### config.mk
export PLATFORM = sky130hd
export DESIGN_NAME = llc_snoop_responder_flat
export DESIGN_NICKNAME = d
export VERILOG_FILES = /design/src/rtl/llc_snoop_responder_pkg.sv /design/src/rtl/llc_snoop_responder_if.sv /design/src/rtl/llc_snoop_mesi_next.sv /design/src/rtl/llc_snoop_responder.sv /design/src/flat_wrapper.sv
export SDC_FILE = /design/constraint.sdc
export NUM_CORES = 1
export LEC_CHECK = 0
export ABC_CLOCK_PERIOD_IN_PS = 2500
export CAP_MARGIN = 20
export CORE_ASPECT_RATIO = 1.2
export CORE_UTILIZATION = 40
export CTS_BUF_LIST = sky130_fd_sc_hd__clkbuf_8
export CTS_CLUSTER_DIAMETER = 50
export CTS_CLUSTER_SIZE = 10
export DETAILED_ROUTE_END_ITERATION = 10
export PLACE_DENSITY = 0.8
export SYNTH_ARGS = -nofsm -noshare
export SYNTH_HDL_FRONTEND = slang
export SYNTH_SLANG_ARGS = --single-unit
### constraint.sdc
create_clock -name clk -period 2.5 [get_ports clk]
set_input_delay 0.75 -clock clk [delete_from_list [all_inputs] [get_ports clk]]
set_output_delay 0.75 -clock clk [all_outputs]
set_load 0.01 [all_outputs]
### src/rtl/llc_snoop_responder_pkg.sv
// llc_snoop_responder_pkg: shared enums and constants for the LLC snoop responder
package llc_snoop_responder_pkg;
  typedef enum logic [1:0] {MESI_I = 2'd0, MESI_S = 2'd1, MESI_E = 2'd2, MESI_M = 2'd3} mesi_states_e;
  typedef enum logic [1:0] {OP_READ = 2'd0, OP_WRITE = 2'd1, OP_RWIM = 2'd2, OP_INVALIDATE = 2'd3} bus_op_e;
  typedef enum logic [1:0] {RES_HIT = 2'd0, RES_HITM = 2'd1, RES_NOHIT = 2'd2} snoop_result_e;
  typedef enum logic [2:0] {S_IDLE, S_LOOKUP, S_EVAL, S_RESP, S_WB, S_UPD} snoop_state_e;
  localparam int COUNTER_BITS = 32;
endpackage

### src/rtl/llc_snoop_responder_if.sv
// llc_snoop_responder_if: snoop bus, tag lookup, writeback and update signals
interface llc_snoop_responder_if #(
  parameter int ADDR_W = 32,
  parameter int OFF_BITS = 6,
  parameter int SET_BITS = 14,
  parameter int WAYS = 16
);
  import llc_snoop_responder_pkg::*;
  localparam int WAY_BITS = $clog2(WAYS);
  localparam int TAG_W = ADDR_W - SET_BITS - OFF_BITS;
  logic snp_valid, snp_ready;
  bus_op_e snp_op;
  logic [ADDR_W-1:0] snp_addr;
  logic lk_req;
  logic [SET_BITS-1:0] lk_index;
  logic [TAG_W-1:0] lk_tag;
  logic lk_rsp_valid, lk_hit;
  logic [WAY_BITS-1:0] lk_way;
  mesi_states_e lk_mesi;
  logic res_valid;
  snoop_result_e res;
  logic wb_valid, wb_ready;
  logic [ADDR_W-1:0] wb_addr;
  logic upd_valid;
  logic [SET_BITS-1:0] upd_index;
  logic [WAY_BITS-1:0] upd_way;
  mesi_states_e upd_mesi;
  logic proto_err;
  modport slave (
    input snp_valid, snp_op, snp_addr, lk_rsp_valid, lk_hit, lk_way, lk_mesi, wb_ready,
    output snp_ready, lk_req, lk_index, lk_tag, res_valid, res, wb_valid, wb_addr,
    output upd_valid, upd_index, upd_way, upd_mesi, proto_err
  );
  modport master (
    output snp_valid, snp_op, snp_addr, lk_rsp_valid, lk_hit, lk_way, lk_mesi, wb_ready,
    input snp_ready, lk_req, lk_index, lk_tag, res_valid, res, wb_valid, wb_addr,
    input upd_valid, upd_index, upd_way, upd_mesi, proto_err
  );
endinterface

### src/rtl/llc_snoop_mesi_next.sv
// llc_snoop_mesi_next: snoop result and MESI transition for one snooped op
module llc_snoop_mesi_next
  import llc_snoop_responder_pkg::*;
(
  input bus_op_e op,
  input logic hit,
  input mesi_states_e mesi,
  output snoop_result_e result,
  output mesi_states_e next_mesi,
  output logic wb_need,
  output logic changed,
  output logic err
);
  mesi_states_e m;
  logic rd, rw, inv, wr, valid;
  always_comb begin
    m = hit ? mesi : MESI_I;
    rd = op == OP_READ;
    rw = op == OP_RWIM;
    inv = op == OP_INVALIDATE;
    wr = op == OP_WRITE;
    valid = m != MESI_I;
    wb_need = (rd || rw) && m == MESI_M;
    result = wb_need ? RES_HITM : (((rd || rw) && valid) || (inv && m == MESI_S)) ? RES_HIT : RES_NOHIT;
    next_mesi = (rd && valid) ? MESI_S : (rw || (inv && m == MESI_S)) ? MESI_I : m;
    err = (inv && (m == MESI_M || m == MESI_E)) || (wr && valid);
    changed = next_mesi != m;
  end
endmodule

### src/rtl/llc_snoop_responder.sv
// llc_snoop_responder: snoop lookup, result, writeback and MESI update sequencer
module llc_snoop_responder
  import llc_snoop_responder_pkg::*;
#(
  parameter int ADDR_W = 32,
  parameter int OFF_BITS = 6,
  parameter int SET_BITS = 14,
  parameter int WAYS = 16,
  parameter int CNT_W = COUNTER_BITS
) (
  input logic clk,
  input logic rst_n,
  llc_snoop_responder_if.slave bus,
  output logic [CNT_W-1:0] snp_cnt,
  output logic [CNT_W-1:0] hit_cnt,
  output logic [CNT_W-1:0] hitm_cnt
);
  localparam int WAY_BITS = $clog2(WAYS);
  localparam int TAG_W = ADDR_W - SET_BITS - OFF_BITS;
  snoop_state_e state, state_nx;
  logic [ADDR_W-OFF_BITS-1:0] line_q;
  bus_op_e op_q;
  logic [WAY_BITS-1:0] way_q;
  snoop_result_e res_q, res_nx;
  mesi_states_e mesi_q, mesi_nx;
  logic wb_q, chg_q, wb_nx, chg_nx, err_nx;
  llc_snoop_mesi_next u_next (
    .op(op_q),
    .hit(bus.lk_rsp_valid && bus.lk_hit),
    .mesi(bus.lk_mesi),
    .result(res_nx),
    .next_mesi(mesi_nx),
    .wb_need(wb_nx),
    .changed(chg_nx),
    .err(err_nx)
  );
  always_comb begin
    state_nx = state;
    bus.snp_ready = state == S_IDLE;
    bus.lk_req = state == S_LOOKUP;
    bus.lk_index = line_q[SET_BITS-1:0];
    bus.lk_tag = line_q[ADDR_W-OFF_BITS-1 -: TAG_W];
    bus.res_valid = state == S_RESP;
    bus.res = res_q;
    bus.wb_valid = state == S_WB;
    bus.wb_addr = {line_q, OFF_BITS'(0)};
    bus.upd_valid = state == S_UPD;
    bus.upd_index = line_q[SET_BITS-1:0];
    bus.upd_way = way_q;
    bus.upd_mesi = mesi_q;
    bus.proto_err = state == S_EVAL && (!bus.lk_rsp_valid || err_nx);
    state_nx = state == S_IDLE ? (bus.snp_valid ? S_LOOKUP : S_IDLE) :
               state == S_LOOKUP ? S_EVAL :
               state == S_EVAL ? S_RESP :
               state == S_RESP ? (wb_q ? S_WB : chg_q ? S_UPD : S_IDLE) :
               state == S_WB ? (bus.wb_ready ? S_UPD : S_WB) : S_IDLE;
  end
  always_ff @(posedge clk or negedge rst_n) begin
    if (!rst_n) begin
      state <= S_IDLE;
      line_q <= '0;
      op_q <= OP_READ;
      way_q <= '0;
      res_q <= RES_HIT;
      mesi_q <= MESI_I;
      wb_q <= 1'b0;
      chg_q <= 1'b0;
      snp_cnt <= '0;
      hit_cnt <= '0;
      hitm_cnt <= '0;
    end else begin
      state <= state_nx;
      if (state == S_IDLE && bus.snp_valid) begin
        line_q <= bus.snp_addr[ADDR_W-1:OFF_BITS];
        op_q <= bus.snp_op;
        snp_cnt <= snp_cnt + CNT_W'(~&snp_cnt);
      end
      if (state == S_EVAL) begin
        way_q <= bus.lk_way;
        res_q <= res_nx;
        mesi_q <= mesi_nx;
        wb_q <= wb_nx;
        chg_q <= chg_nx;
      end
      if (state == S_RESP) begin
        hit_cnt <= hit_cnt + CNT_W'(res_q == RES_HIT && ~&hit_cnt);
        hitm_cnt <= hitm_cnt + CNT_W'(res_q == RES_HITM && ~&hitm_cnt);
      end
    end
  end
endmodule

### src/flat_wrapper.sv
// flat-port wrapper written by rule: the top's interface ports become plain ports
module llc_snoop_responder_flat import llc_snoop_responder_pkg::*;
#(
  parameter int ADDR_W = 32,
  parameter int OFF_BITS = 6,
  parameter int SET_BITS = 14,
  parameter int WAYS = 16,
  parameter int CNT_W = COUNTER_BITS
)
  (clk, rst_n, snp_cnt, hit_cnt, hitm_cnt, bus_snp_valid, bus_snp_op, bus_snp_addr, bus_lk_rsp_valid, bus_lk_hit, bus_lk_way, bus_lk_mesi, bus_wb_ready, bus_snp_ready, bus_lk_req, bus_lk_index, bus_lk_tag, bus_res_valid, bus_res, bus_wb_valid, bus_wb_addr, bus_upd_valid, bus_upd_index, bus_upd_way, bus_upd_mesi, bus_proto_err);
  llc_snoop_responder_if #(.ADDR_W(ADDR_W), .OFF_BITS(OFF_BITS), .SET_BITS(SET_BITS), .WAYS(WAYS)) bus_i ();
  input logic clk;
  input logic rst_n;
  output logic [CNT_W-1:0] snp_cnt;
  output logic [CNT_W-1:0] hit_cnt;
  output logic [CNT_W-1:0] hitm_cnt;
  input wire logic [$bits(bus_i.snp_valid)-1:0] bus_snp_valid;
  input wire logic [$bits(bus_i.snp_op)-1:0] bus_snp_op;
  input wire logic [$bits(bus_i.snp_addr)-1:0] bus_snp_addr;
  input wire logic [$bits(bus_i.lk_rsp_valid)-1:0] bus_lk_rsp_valid;
  input wire logic [$bits(bus_i.lk_hit)-1:0] bus_lk_hit;
  input wire logic [$bits(bus_i.lk_way)-1:0] bus_lk_way;
  input wire logic [$bits(bus_i.lk_mesi)-1:0] bus_lk_mesi;
  input wire logic [$bits(bus_i.wb_ready)-1:0] bus_wb_ready;
  output wire logic [$bits(bus_i.snp_ready)-1:0] bus_snp_ready;
  output wire logic [$bits(bus_i.lk_req)-1:0] bus_lk_req;
  output wire logic [$bits(bus_i.lk_index)-1:0] bus_lk_index;
  output wire logic [$bits(bus_i.lk_tag)-1:0] bus_lk_tag;
  output wire logic [$bits(bus_i.res_valid)-1:0] bus_res_valid;
  output wire logic [$bits(bus_i.res)-1:0] bus_res;
  output wire logic [$bits(bus_i.wb_valid)-1:0] bus_wb_valid;
  output wire logic [$bits(bus_i.wb_addr)-1:0] bus_wb_addr;
  output wire logic [$bits(bus_i.upd_valid)-1:0] bus_upd_valid;
  output wire logic [$bits(bus_i.upd_index)-1:0] bus_upd_index;
  output wire logic [$bits(bus_i.upd_way)-1:0] bus_upd_way;
  output wire logic [$bits(bus_i.upd_mesi)-1:0] bus_upd_mesi;
  output wire logic [$bits(bus_i.proto_err)-1:0] bus_proto_err;
  assign bus_i.snp_valid = bus_snp_valid;
  assign bus_i.snp_op = bus_snp_op;
  assign bus_i.snp_addr = bus_snp_addr;
  assign bus_i.lk_rsp_valid = bus_lk_rsp_valid;
  assign bus_i.lk_hit = bus_lk_hit;
  assign bus_i.lk_way = bus_lk_way;
  assign bus_i.lk_mesi = bus_lk_mesi;
  assign bus_i.wb_ready = bus_wb_ready;
  assign bus_snp_ready = bus_i.snp_ready;
  assign bus_lk_req = bus_i.lk_req;
  assign bus_lk_index = bus_i.lk_index;
  assign bus_lk_tag = bus_i.lk_tag;
  assign bus_res_valid = bus_i.res_valid;
  assign bus_res = bus_i.res;
  assign bus_wb_valid = bus_i.wb_valid;
  assign bus_wb_addr = bus_i.wb_addr;
  assign bus_upd_valid = bus_i.upd_valid;
  assign bus_upd_index = bus_i.upd_index;
  assign bus_upd_way = bus_i.upd_way;
  assign bus_upd_mesi = bus_i.upd_mesi;
  assign bus_proto_err = bus_i.proto_err;
  llc_snoop_responder #(.ADDR_W(ADDR_W), .OFF_BITS(OFF_BITS), .SET_BITS(SET_BITS), .WAYS(WAYS), .CNT_W(CNT_W)) u_core (.clk(clk), .rst_n(rst_n), .bus(bus_i), .snp_cnt(snp_cnt), .hit_cnt(hit_cnt), .hitm_cnt(hitm_cnt));
endmodule
==> results of run 1 <==
per-stage QoR:
| step | instance area (um2) | TNS, ns |
|---|---|---|
| floorplan | 6440 | 0 |
| global placement | 9220 | -2.86 |
| detailed placement | 9220 | -3.35 |
| CTS | 9700 | -0.0541 |
| global route | 9960 | -1.48 |
| finish | 9960 | 0 |
per-layer routing:
layer	up-vias	GRT usage
li1	2502	-
met1	2601	0.234
met2	212	0.348
met3	28	0.0566
met4	0	0.0675
met5	-	0
synthesized netlist by cell type:
| library cell | n | area [um2] |
|---|---|---|
| a31oi_1 | 2 | 12.5 |
| clkbuf_1 | 2 | 7.51 |
| nor4b_4 | 1 | 23.8 |
| nor4_1 | 4 | 25.0 |
| buf_2 | 3 | 15.0 |
| nor3_1 | 15 | 75.1 |
| conb_1 | 1 | 3.75 |
| and3b_1 | 1 | 8.76 |
| a22o_1 | 1 | 8.76 |
| nand4_1 | 30 | 188 |
| nor3b_1 | 5 | 37.5 |
| nand2b_1 | 2 | 12.5 |
| or3b_2 | 1 | 8.76 |
| o21ai_0 | 6 | 30.0 |
| or3_1 | 3 | 18.8 |
| nand3_1 | 35 | 175 |
| nor2b_1 | 2 | 12.5 |
| dfrtp_1 | 136 | 3400 |
| and3_1 | 18 | 113 |
| a32o_1 | 1 | 10.0 |
| nor4_2 | 1 | 12.5 |
| nand2_1 | 62 | 233 |
| o22ai_1 | 1 | 6.26 |
| mux2_2 | 29 | 327 |
| nor4_4 | 2 | 42.5 |
| nor4b_1 | 1 | 8.76 |
| ha_1 | 8 | 100 |
| buf_4 | 49 | 368 |
| and2_1 | 3 | 18.8 |
| nand3b_4 | 1 | 20.0 |
| o211ai_1 | 1 | 7.51 |
| xnor2_1 | 56 | 490 |
| nor2_1 | 33 | 124 |
| nor3_2 | 2 | 20.0 |
| xor2_1 | 34 | 298 |
| or2_2 | 1 | 6.26 |
| inv_1 | 13 | 48.8 |
| buf_1 | 1 | 3.75 |
| buf_6 | 1 | 11.3 |
| a21oi_1 | 4 | 20.0 |
| and4_1 | 5 | 43.8 |
| o21bai_1 | 1 | 7.51 |
how the worst max path moves through the flow:
| stage | from | end | slack, ns |
|---|---|---|---|
| 3_5_place_dp | bus_lk_mesi[0] | bus_proto_err | -0.52 |
| 6_report | u_core.hit_cnt[18] | u_core.hit_cnt[16] | 0.03 |
| 2_1_floorplan | u_core.hit_cnt[18] | u_core.hit_cnt[16] | 0.003 |
| 3_3_place_gp | bus_lk_mesi[0] | bus_proto_err | -0.52 |
| 4_1_cts | bus_lk_mesi[0] | bus_proto_err | -0.03 |
| 5_1_grt | u_core.hit_cnt[18] | u_core.hit_cnt[29] | -0.18 |
state kept, by name, summed over array words and instances, names as in the netlist:
register / flops
u_core.bus.upd_mesi: 2
u_core.state: 3
u_core.snp_cnt: 32
u_core.line_q: 26
u_core.chg_q: 1
u_core.op_q: 2
u_core.bus.upd_way: 4
u_core.hitm_cnt: 32
u_core.bus.res: 2
u_core.hit_cnt: 32
cells by family after synthesis:
group                    Yosys count
buffers and inverters             69
multiplexers                      29
adder cells (fa/ha/maj)            8
XOR/XNOR                          90
AND/OR/NAND/NOR                  228
AO/OA/AOI/OAI                     17
flip-flops                       136
other                              1
layout make-up:
cell class                 count  area, um2  area share
sequential                   136       3400       0.342
timing repair buffer         322       3010       0.302
multi-input combinational    378       2830       0.284
clock buffer                  19        262      0.0262
tap                          208        260      0.0261
clock inverter                12        151      0.0152
inverter                      13       52.6     0.00528
what timing repair did:
action,CTS,global route
setup buffers,2,8
setup endpoints to repair,24,43
pin swaps,1,27
gates resized for setup,23,46
hold endpoints to repair,0,0
power by group through the flow:
stage | Sequential, W | Clock, W | Combinational [W]
floorplan | 0.00309 | 0 | 0.00150
global placement | 0.00297 | 0 | 0.00299
detailed placement | 0.00298 | 0 | 0.00303
CTS | 0.00295 | 0.00193 | 0.00304
global route | 0.00302 | 0.00203 | 0.00326
finish | 0.00296 | 0.00189 | 0.00303
worst max-delay path: stages, from the launching register on:
cell and delay, ns:
dfrtp_1 0.38, and4_1 0.21, and4_1 0.22, nand4_1 0.12, nor2_1 0.08, nor3_2 0.11
ha_2 0.21, ha_2 0.19, nand3_2 0.11, nor2_4 0.17, nor4b_4 0.24, and3_1 0.21
xor2_1 0.15
==> flow_summary.toml, run 1 <==
[global_route]
grt_pass1_wl_um = 26100
grt_overflow_total = 0
grt_start_max_net_pins = 46
antenna_found_initial = 0
track_usage = 0.199
grt_pass1_vias = 5341

[clocking]
cts_num_sinks = 136
post_cts_hold_buffer_count = 0
cts_buffers = 17
cts_root_buffer = "clkbuf_8"
cts_buffer_depth = 2
clk_latency_ns = 0.44
clk_pin_slew_ns = 0.08
htree_levels = 4
cts_tree = "built"

[setup_path]
arrival_ns = 2.83
cp-end-kind = "flop"
start_kind = "flop"
r2r_cells = 12
r2r-end = "u_core.hit_cnt[16]"
r2r-start = "u_core.hit_cnt[18]"
reg2reg_setup_slack_ns = 0.03
critical_path_class = "flop to flop"
path_max_fanout = 4
cp.required_ns = 2.86

[die]
dieWidth_um = 118
coreArea_um2 = 15600
die-area_um2 = 16500
ios = 228
std_cell_rows = 50
start_util = 0.410
dieHeight_um = 141

[timing]
finalSetupViolCount = 0
maxSlewHeadroom = 0.412
timing.hold.ws_ns = 0.230
maxSlewViolCount = 0
hold_violations = 0
tightest_slew_ns = 0.880
max_freq_ghz = 0.405
rsz0062_at_grt = "yes"
finalClockSkew_ns = 0.0107
min_period_over_period = 0.988
finalCriticalPeriod_ns = 2.47
setup_ws_ns = 0.0294

[route]
vias_per_cell = 4.91
firstDrtPassIters = 4
routed_wl_um = 16300
drt_iter0_drc = 258
topRoutingLayerUsed = "met4"
vias = 5343
avgRoutedWirePerCell_um = 15.0
drc = 0
met2WireLength_um = 8270
dr_wl_met3_um = 1010
ant_nets = 0
met1Wirelength_um = 6710

[layout]
nNetsFinal = 922
nFillCells = 1226
areaGrowthSynthToFinish_pct = 55.5
diodes = 0
postLayoutCoreUtil = 0.637
final_cells = 1088
final_cell_mix = "206 x clkdlybuf4s50_1, 136 x dfrtp_1, 101 x buf_4"
drive_above_1_share = 0.249
mostFrequentLayoutCell = "clkdlybuf4s50_1"

[power]
clock_power_share = 0.240
power.internal_w = 0.00543
power.total_w = 0.00789
power.switching_w = 0.00246
p_seq_frac = 0.375
irDropWorstVdd_mv = 0.576
combPwrFrac = 0.385
swShare = 0.311
leakage_nw = 4.53
p_per_area_nw_per_um2 = 792

[yosys]
synth_adder_area_share = 0.0156
ys_seq_area_frac = 0.531
yosys_warnings = 0
synth_top_family_by_area = "simple AND/OR/NAND/NOR gates"
synth_compound_area_frac = 0.0160
synth-seq-cells = 136
synth_area_per_cell_um2 = 11.1
syn_inst = 578
synthMuxAreaShare = 0.0510
synthSimpleGateAreaFrac = 0.192
syn_area_um2 = 6410
netlist-cell-type-count = 42
synth_xor_area_frac = 0.123

[placed_design]
gp_congestion = 0.789
portBuffers = 215
placed_cells = 1047
hpwl_um = 11700
dpl_worst_slack_ns = -0.525

[hold_path]
holdCritPathClass = "input port to async pin"

[run]
drv_cap = 0

[status]
status = "finished, final reports clean"
No activity file was read; power rests on OpenSTA's default activity.
==> inputs of run 2 (changes only) <==
Settings changed: CTS_BUF_LIST sky130_fd_sc_hd__clkbuf_8 to sky130_fd_sc_hd__clkbuf_4, CTS_CLUSTER_SIZE 10 to not set.
==> run 2 against run 1 <==
The flow now finishes with violations (negative setup slack). Sequential share of layout area about the same. Global-route usage decreased by 0.11 points. Setup slack lost 0.12 ns. Hold slack got worse by 0.081 ns.
==> flow_summary.toml, run 2 (synthesized netlist as in run 1, its figures left out) <==
[timing]
max_freq_ghz = 0.386
tns_ns = -0.388
finalSetupViolCount = 7
tightest_slew_ns = 0.879
finalClockSkew_ns = 0.0160
min_period_over_period = 1.04
maxSlewHeadroom = 0.413
setup_ws_ns = -0.0920
finalCriticalPeriod_ns = 2.59
hold_violations = 0
maxSlewViolCount = 0
timing.hold.ws_ns = 0.150
rsz0062_at_grt = "yes"

[setup_path]
crit_chain = "and4_1 -> and4_1 -> nand4_1 -> nor2_2 -> nor3_2 -> ha_2 -> nand3_4 -> nor4_4 -> nand4_1 -> buf_4 -> nor2_4 -> xor2_1"
r2r-start = "u_core.hit_cnt[20]"
crit_path_start = "u_core.hit_cnt[20]"
r2r_cells = 12
cp_num_cells = 12
slowest_stage = "nor4_4"
start_kind = "flop"
cp.required_ns = 2.95
arrival_ns = 3.04
reg2reg_setup_slack_ns = -0.09
endpoint = "u_core.hit_cnt[25]"
critical_path_class = "flop to flop"
path_max_fanout = 5
cp-end-kind = "flop"
cpPeakStageDelay_ns = 0.43
cpLargestDelayFamily = "simple AND/OR/NAND/NOR gates"
r2r-end = "u_core.hit_cnt[25]"
crit_buf_inv = 1

[layout]
drive_above_1_share = 0.267
postLayoutCoreUtil = 0.638
mostFrequentLayoutCell = "clkdlybuf4s50_1"
final_cell_mix = "205 x clkdlybuf4s50_1, 132 x dfrtp_1, 104 x buf_4"
seq_area_um2 = 3410
nFillCells = 1215
nNetsFinal = 926
areaGrowthSynthToFinish_pct = 55.8
reg_top3 = "u_core.hit_cnt (32), u_core.hitm_cnt (32), u_core.snp_cnt (32)"
multiInputGateArea_um2 = 2920
final_cells = 1092
diodes = 0

[global_route]
grt_pass1_vias = 5348
grt_start_max_net_pins = 46
grt_overflow_total = 0
track_usage = 0.198
grt_pass1_wl_um = 26000
antenna_found_initial = 0

[clocking]
cts_tree = "built"
cts_root_buffer = "clkbuf_4"
clk_latency_ns = 0.52
post_cts_hold_buffer_count = 0
cts_num_sinks = 136
htree_levels = 4
cts_buffers = 17
cts_buffer_depth = 2
clk_pin_slew_ns = 0.12

[die]
ios = 228
die-area_um2 = 16500
start_util = 0.410
coreArea_um2 = 15600
std_cell_rows = 50
dieWidth_um = 118
dieHeight_um = 141

[power]
power.total_w = 0.00757
p_seq_frac = 0.393
clock_power_share = 0.199
combPwrFrac = 0.409
power.internal_w = 0.00515
swShare = 0.319
leakage_nw = 4.51
irDropWorstVdd_mv = 0.614
power.switching_w = 0.00242
p_per_area_nw_per_um2 = 758

[route]
drc = 0
routed_wl_um = 16300
vias = 5370
firstDrtPassIters = 4
ant_nets = 0
avgRoutedWirePerCell_um = 15.0
drt_iter0_drc = 231
vias_per_cell = 4.92

[placed_design]
gp_congestion = 0.789
placed_cells = 1047
portBuffers = 215
hpwl_um = 11700

[status]
failed_checks = "negative setup slack"
status = "finished with violations"

[run]
drv_cap = 0

[hold_path]
holdCritPathClass = "input port to async pin"
## run 2: cell count changes in the layout (fill, tap and decap cells not counted), moves of 3 or more
cell,delta
buf_4,+3
clkbuf_4,+19
nor3_1,-3
dfrtp_2,+4
dfrtp_1,-4
nor3_2,+3
nand3_1,-3
nor2_1,-3
nand3_4,+4
clkbuf_8,-19
## run 2: how the worst min path moves through the flow
stage | to | slack, ns | depth (start not counted)
floorplan | u_core.bus.res[0] | 0.45 | 0
global placement | u_core.bus.upd_way[2] | 0.46 | 2
detailed placement | u_core.bus.upd_way[3] | 0.47 | 2
CTS | u_core.line_q[18] | 0.10 | 1
global route | u_core.line_q[14] | 0.1 | 1
finish | u_core.line_q[14] | 0.15 | 1
## run 2: what timing repair did
action                                  CTS  global route
endpoints found under the setup margin   25            43
pin swaps                                 8            27
buffers inserted                          3            11
endpoints found under the hold margin     0             0
gates resized for setup                  28            64
## run 2: per-stage QoR
step | instance area, um2 | worst slack, ns
after floorplan | 6440 | 0.00251
after global placement | 9220 | -0.525
after detailed placement | 9220 | -0.525
after CTS | 9620 | -0.0279
after global routing | 9980 | -0.233
final | 9980 | -0.0920
## run 2: power groups by stage
stage | sequential, W | clock, W | combinational [W]
2_1_floorplan | 0.00309 | 0 | 0.00150
3_3_place_gp | 0.00297 | 0 | 0.00299
3_5_place_dp | 0.00298 | 0 | 0.00303
4_1_cts | 0.00295 | 0.00156 | 0.00306
5_1_grt | 0.00304 | 0.00165 | 0.00331
6_report | 0.00297 | 0.00150 | 0.00309
## run 2: layer usage
| metal | part of all wire | wire length (um) | vias to the layer above | track usage |
|---|---|---|---|---|
| li1 | - | - | 2520 | - |
| met1 | 0.40 | 6590 | 2646 | 0.231 |
| met2 | 0.52 | 8500 | 183 | 0.344 |
| met3 | 0.059 | 956 | 21 | 0.0599 |
| met4 | 0.018 | 291 | 0 | 0.0695 |
| met5 | 0 | 0 | - | 0 |
## run 2: layout make-up
cell class,count,area share
inverters,13,0.00527
clock inverters,12,0.0152
repair buffers,326,0.305
well taps,208,0.0261
clock buffers,19,0.0143
multi-input cells,378,0.293
flip-flops and latches,136,0.341
## run 2: worst register-to-register path, stage by stage, from the launching register on
cell and delay, ns:
dfrtp_1 0.40, and4_1 0.21, and4_1 0.16, nand4_1 0.14
nor2_2 0.06, nor3_2 0.12, ha_2 0.24, nand3_4 0.10
nor4_4 0.43, nand4_1 0.26, buf_4 0.22, nor2_4 0.08
xor2_1 0.14
==> inputs of run 3 (changes only) <==
Settings changed: ABC_CLOCK_PERIOD_IN_PS 2500 to 3200, CORE_MARGIN set to 3, PLACE_DENSITY 0.8 to 0.78, REMOVE_ABC_BUFFERS set to 1.
Clock period 2.5 ns to 3.2 ns, I/O delays scaled along.
==> run 3 against run 2 <==
The run now ends clean. Power down 25%. Utilization down 7.2 points. Final cell count down 8.7%. Clock power down 26%. Clock skew up 0.0021 ns. Sequential share of layout area up 4.3 points. First-iteration DRC count up 18%. Critical path depth down 6. Combinational power down 28%. Register-to-register slack better by 0.42 ns. Global-route usage down 2.0 points. Sequential power down 21%.
==> flow_summary.toml, run 3 (synthesized netlist as in run 1, its figures left out) <==
[placed_design]
hpwl_um = 11500
portBuffers = 215
gp_congestion = 0.826

[power]
p_per_area_nw_per_um2 = 643
p_seq_frac = 0.413
power.switching_w = 0.00187
leakage_nw = 3.88
swShare = 0.329
irDropWorstVdd_mv = 0.545
combPwrFrac = 0.392
power.total_w = 0.00569
clock_power_share = 0.195
power.internal_w = 0.00382

[timing]
maxSlewHeadroom = 0.441
maxSlewViolCount = 0
max_freq_ghz = 0.323
finalSetupViolCount = 0
tightest_slew_ns = 0.833
finalClockSkew_ns = 0.0181
rsz0062_at_grt = "no"
timing.hold.ws_ns = 0.431
finalCriticalPeriod_ns = 3.09
hold_violations = 0
min_period_over_period = 0.967

[layout]
mostFrequentLayoutCell = "clkdlybuf4s50_1"
reg_top3 = "u_core.hit_cnt (32), u_core.hitm_cnt (32), u_core.snp_cnt (32)"
diodes = 0
nNetsFinal = 831
final_cell_mix = "213 x clkdlybuf4s50_1, 136 x dfrtp_1, 62 x nand2_1"
drive_above_1_share = 0.109
nFillCells = 1360
areaGrowthSynthToFinish_pct = 38.2

[clocking]
cts_buffers = 17
post_cts_hold_buffer_count = 0
htree_levels = 4
cts_num_sinks = 136
clk_latency_ns = 0.51
cts_tree = "built"
cts_root_buffer = "clkbuf_4"
cts_buffer_depth = 2
cts_setup_buffers = 0
clk_pin_slew_ns = 0.12

[die]
start_util = 0.410
std_cell_rows = 50
dieHeight_um = 145
dieWidth_um = 122
coreArea_um2 = 15600
ios = 228
die-area_um2 = 17600

[global_route]
track_usage = 0.178
antenna_found_initial = 0
grt_start_max_net_pins = 67
grt_overflow_total = 0
grt_pass1_wl_um = 24800
grt_pass1_vias = 4897

[setup_path]
cpLargestDelayFamily = "buffers and inverters"
r2r_cells = 12
crit_chain = "clkdlybuf4s50_1 -> inv_1 -> o21ai_0 -> nand3_1 -> a21oi_1 -> clkdlybuf4s15_1"
reg2reg_setup_slack_ns = 0.33
crit_buf_inv = 3
arrival_ns = 2.13
path_max_fanout = 2
r2r-end = "u_core.hitm_cnt[22]"
cp-end-kind = "output pin"
critical_path_class = "input port to output pin"
slowest_stage = "clkdlybuf4s50_1"
start_kind = "input port"
cp.required_ns = 2.24
r2r-start = "u_core.hitm_cnt[16]"
cpPeakStageDelay_ns = 0.48

[route]
routed_wl_um = 15300
drt_iter0_drc = 272
avgRoutedWirePerCell_um = 15.3
ant_nets = 0
firstDrtPassIters = 4
vias_per_cell = 4.86
drc = 0
vias = 4846

[hold_path]
holdCritPathClass = "input port to async pin"

[status]
status = "finished, final reports clean"

[run]
drv_cap = 0
==> run 3: cell type report <==
type                            instances  area [um2]  area share
Clock buffer                           19         143      0.0161
Clock inverter                         12         128      0.0144
Inverter                               13        48.8     0.00551
Multi-Input combinational cell        378        2570       0.291
Sequential cell                       136        3400       0.384
Tap cell                              208         260      0.0294
Timing Repair Buffer                  231        2300       0.260
==> run 3: metrics by stage <==
step | util | setup WS [ns] | instances | TNS (ns) | area, um2
global placement | 0.548 | -0.168 | 966 | -0.168 | 8580
finish | 0.566 | 0.107 | 997 | 0 | 8850
floorplan | - | 0.0570 | 527 | 0 | 6020
CTS | 0.566 | 0.0796 | 997 | 0 | 8850
global route | 0.566 | 0.00226 | 997 | 0 | 8850
detailed placement | 0.548 | -0.186 | 966 | -0.186 | 8580
==> run 3: worst max path at each step <==
stage	endpoint	slack [ns]	start	depth (start not counted)
2_1_floorplan	u_core.snp_cnt[27]	0.06	bus_snp_valid	5
3_3_place_gp	bus_proto_err	-0.17	bus_lk_mesi[0]	6
3_5_place_dp	bus_proto_err	-0.19	bus_lk_mesi[0]	6
4_1_cts	bus_proto_err	0.08	bus_lk_mesi[0]	6
5_1_grt	bus_proto_err	0.002	bus_lk_mesi[0]	6
6_report	bus_proto_err	0.11	bus_lk_mesi[0]	6
==> run 3: power groups by stage <==
| stage | clock network (W) | registers, W | logic [W] |
|---|---|---|---|
| 2_1_floorplan | 0 | 0.00260 | 0.000584 |
| 3_3_place_gp | 0 | 0.00237 | 0.00223 |
| 3_5_place_dp | 0 | 0.00238 | 0.00226 |
| 4_1_cts | 0.00116 | 0.00236 | 0.00227 |
| 5_1_grt | 0.00124 | 0.00240 | 0.00240 |
| 6_report | 0.00111 | 0.00235 | 0.00223 |
==> run 3: per-layer routing <==
layer / track usage / vias to the layer above / wire [um]
li1: - / 2321 / -
met1: 0.221 / 2359 / 6470
met2: 0.294 / 150 / 7650
met3: 0.0571 / 16 / 917
met4: 0.0596 / 0 / 214
met5: 0 / - / 0
==> run 3: timing repair <==
| action | 4_1_cts | 5_1_grt |
|---|---|---|
| endpoints found under the setup margin | 1 | 2 |
| pin swaps | 0 | 0 |
| resized for setup | 1 | 2 |
==> run 3: worst register-to-register path, stage by stage, from the launching register on <==
cell and delay, ns:
dfrtp_1 0.44, and2_1 0.21, and3_1 0.23, nand2_1 0.11, nor2_1 0.05, a21oi_1 0.15, ha_1 0.20, ha_1 0.15
nand3_1 0.12, nor4_1 0.53, nand3_1 0.25, nor2_1 0.18, xor2_1 0.18
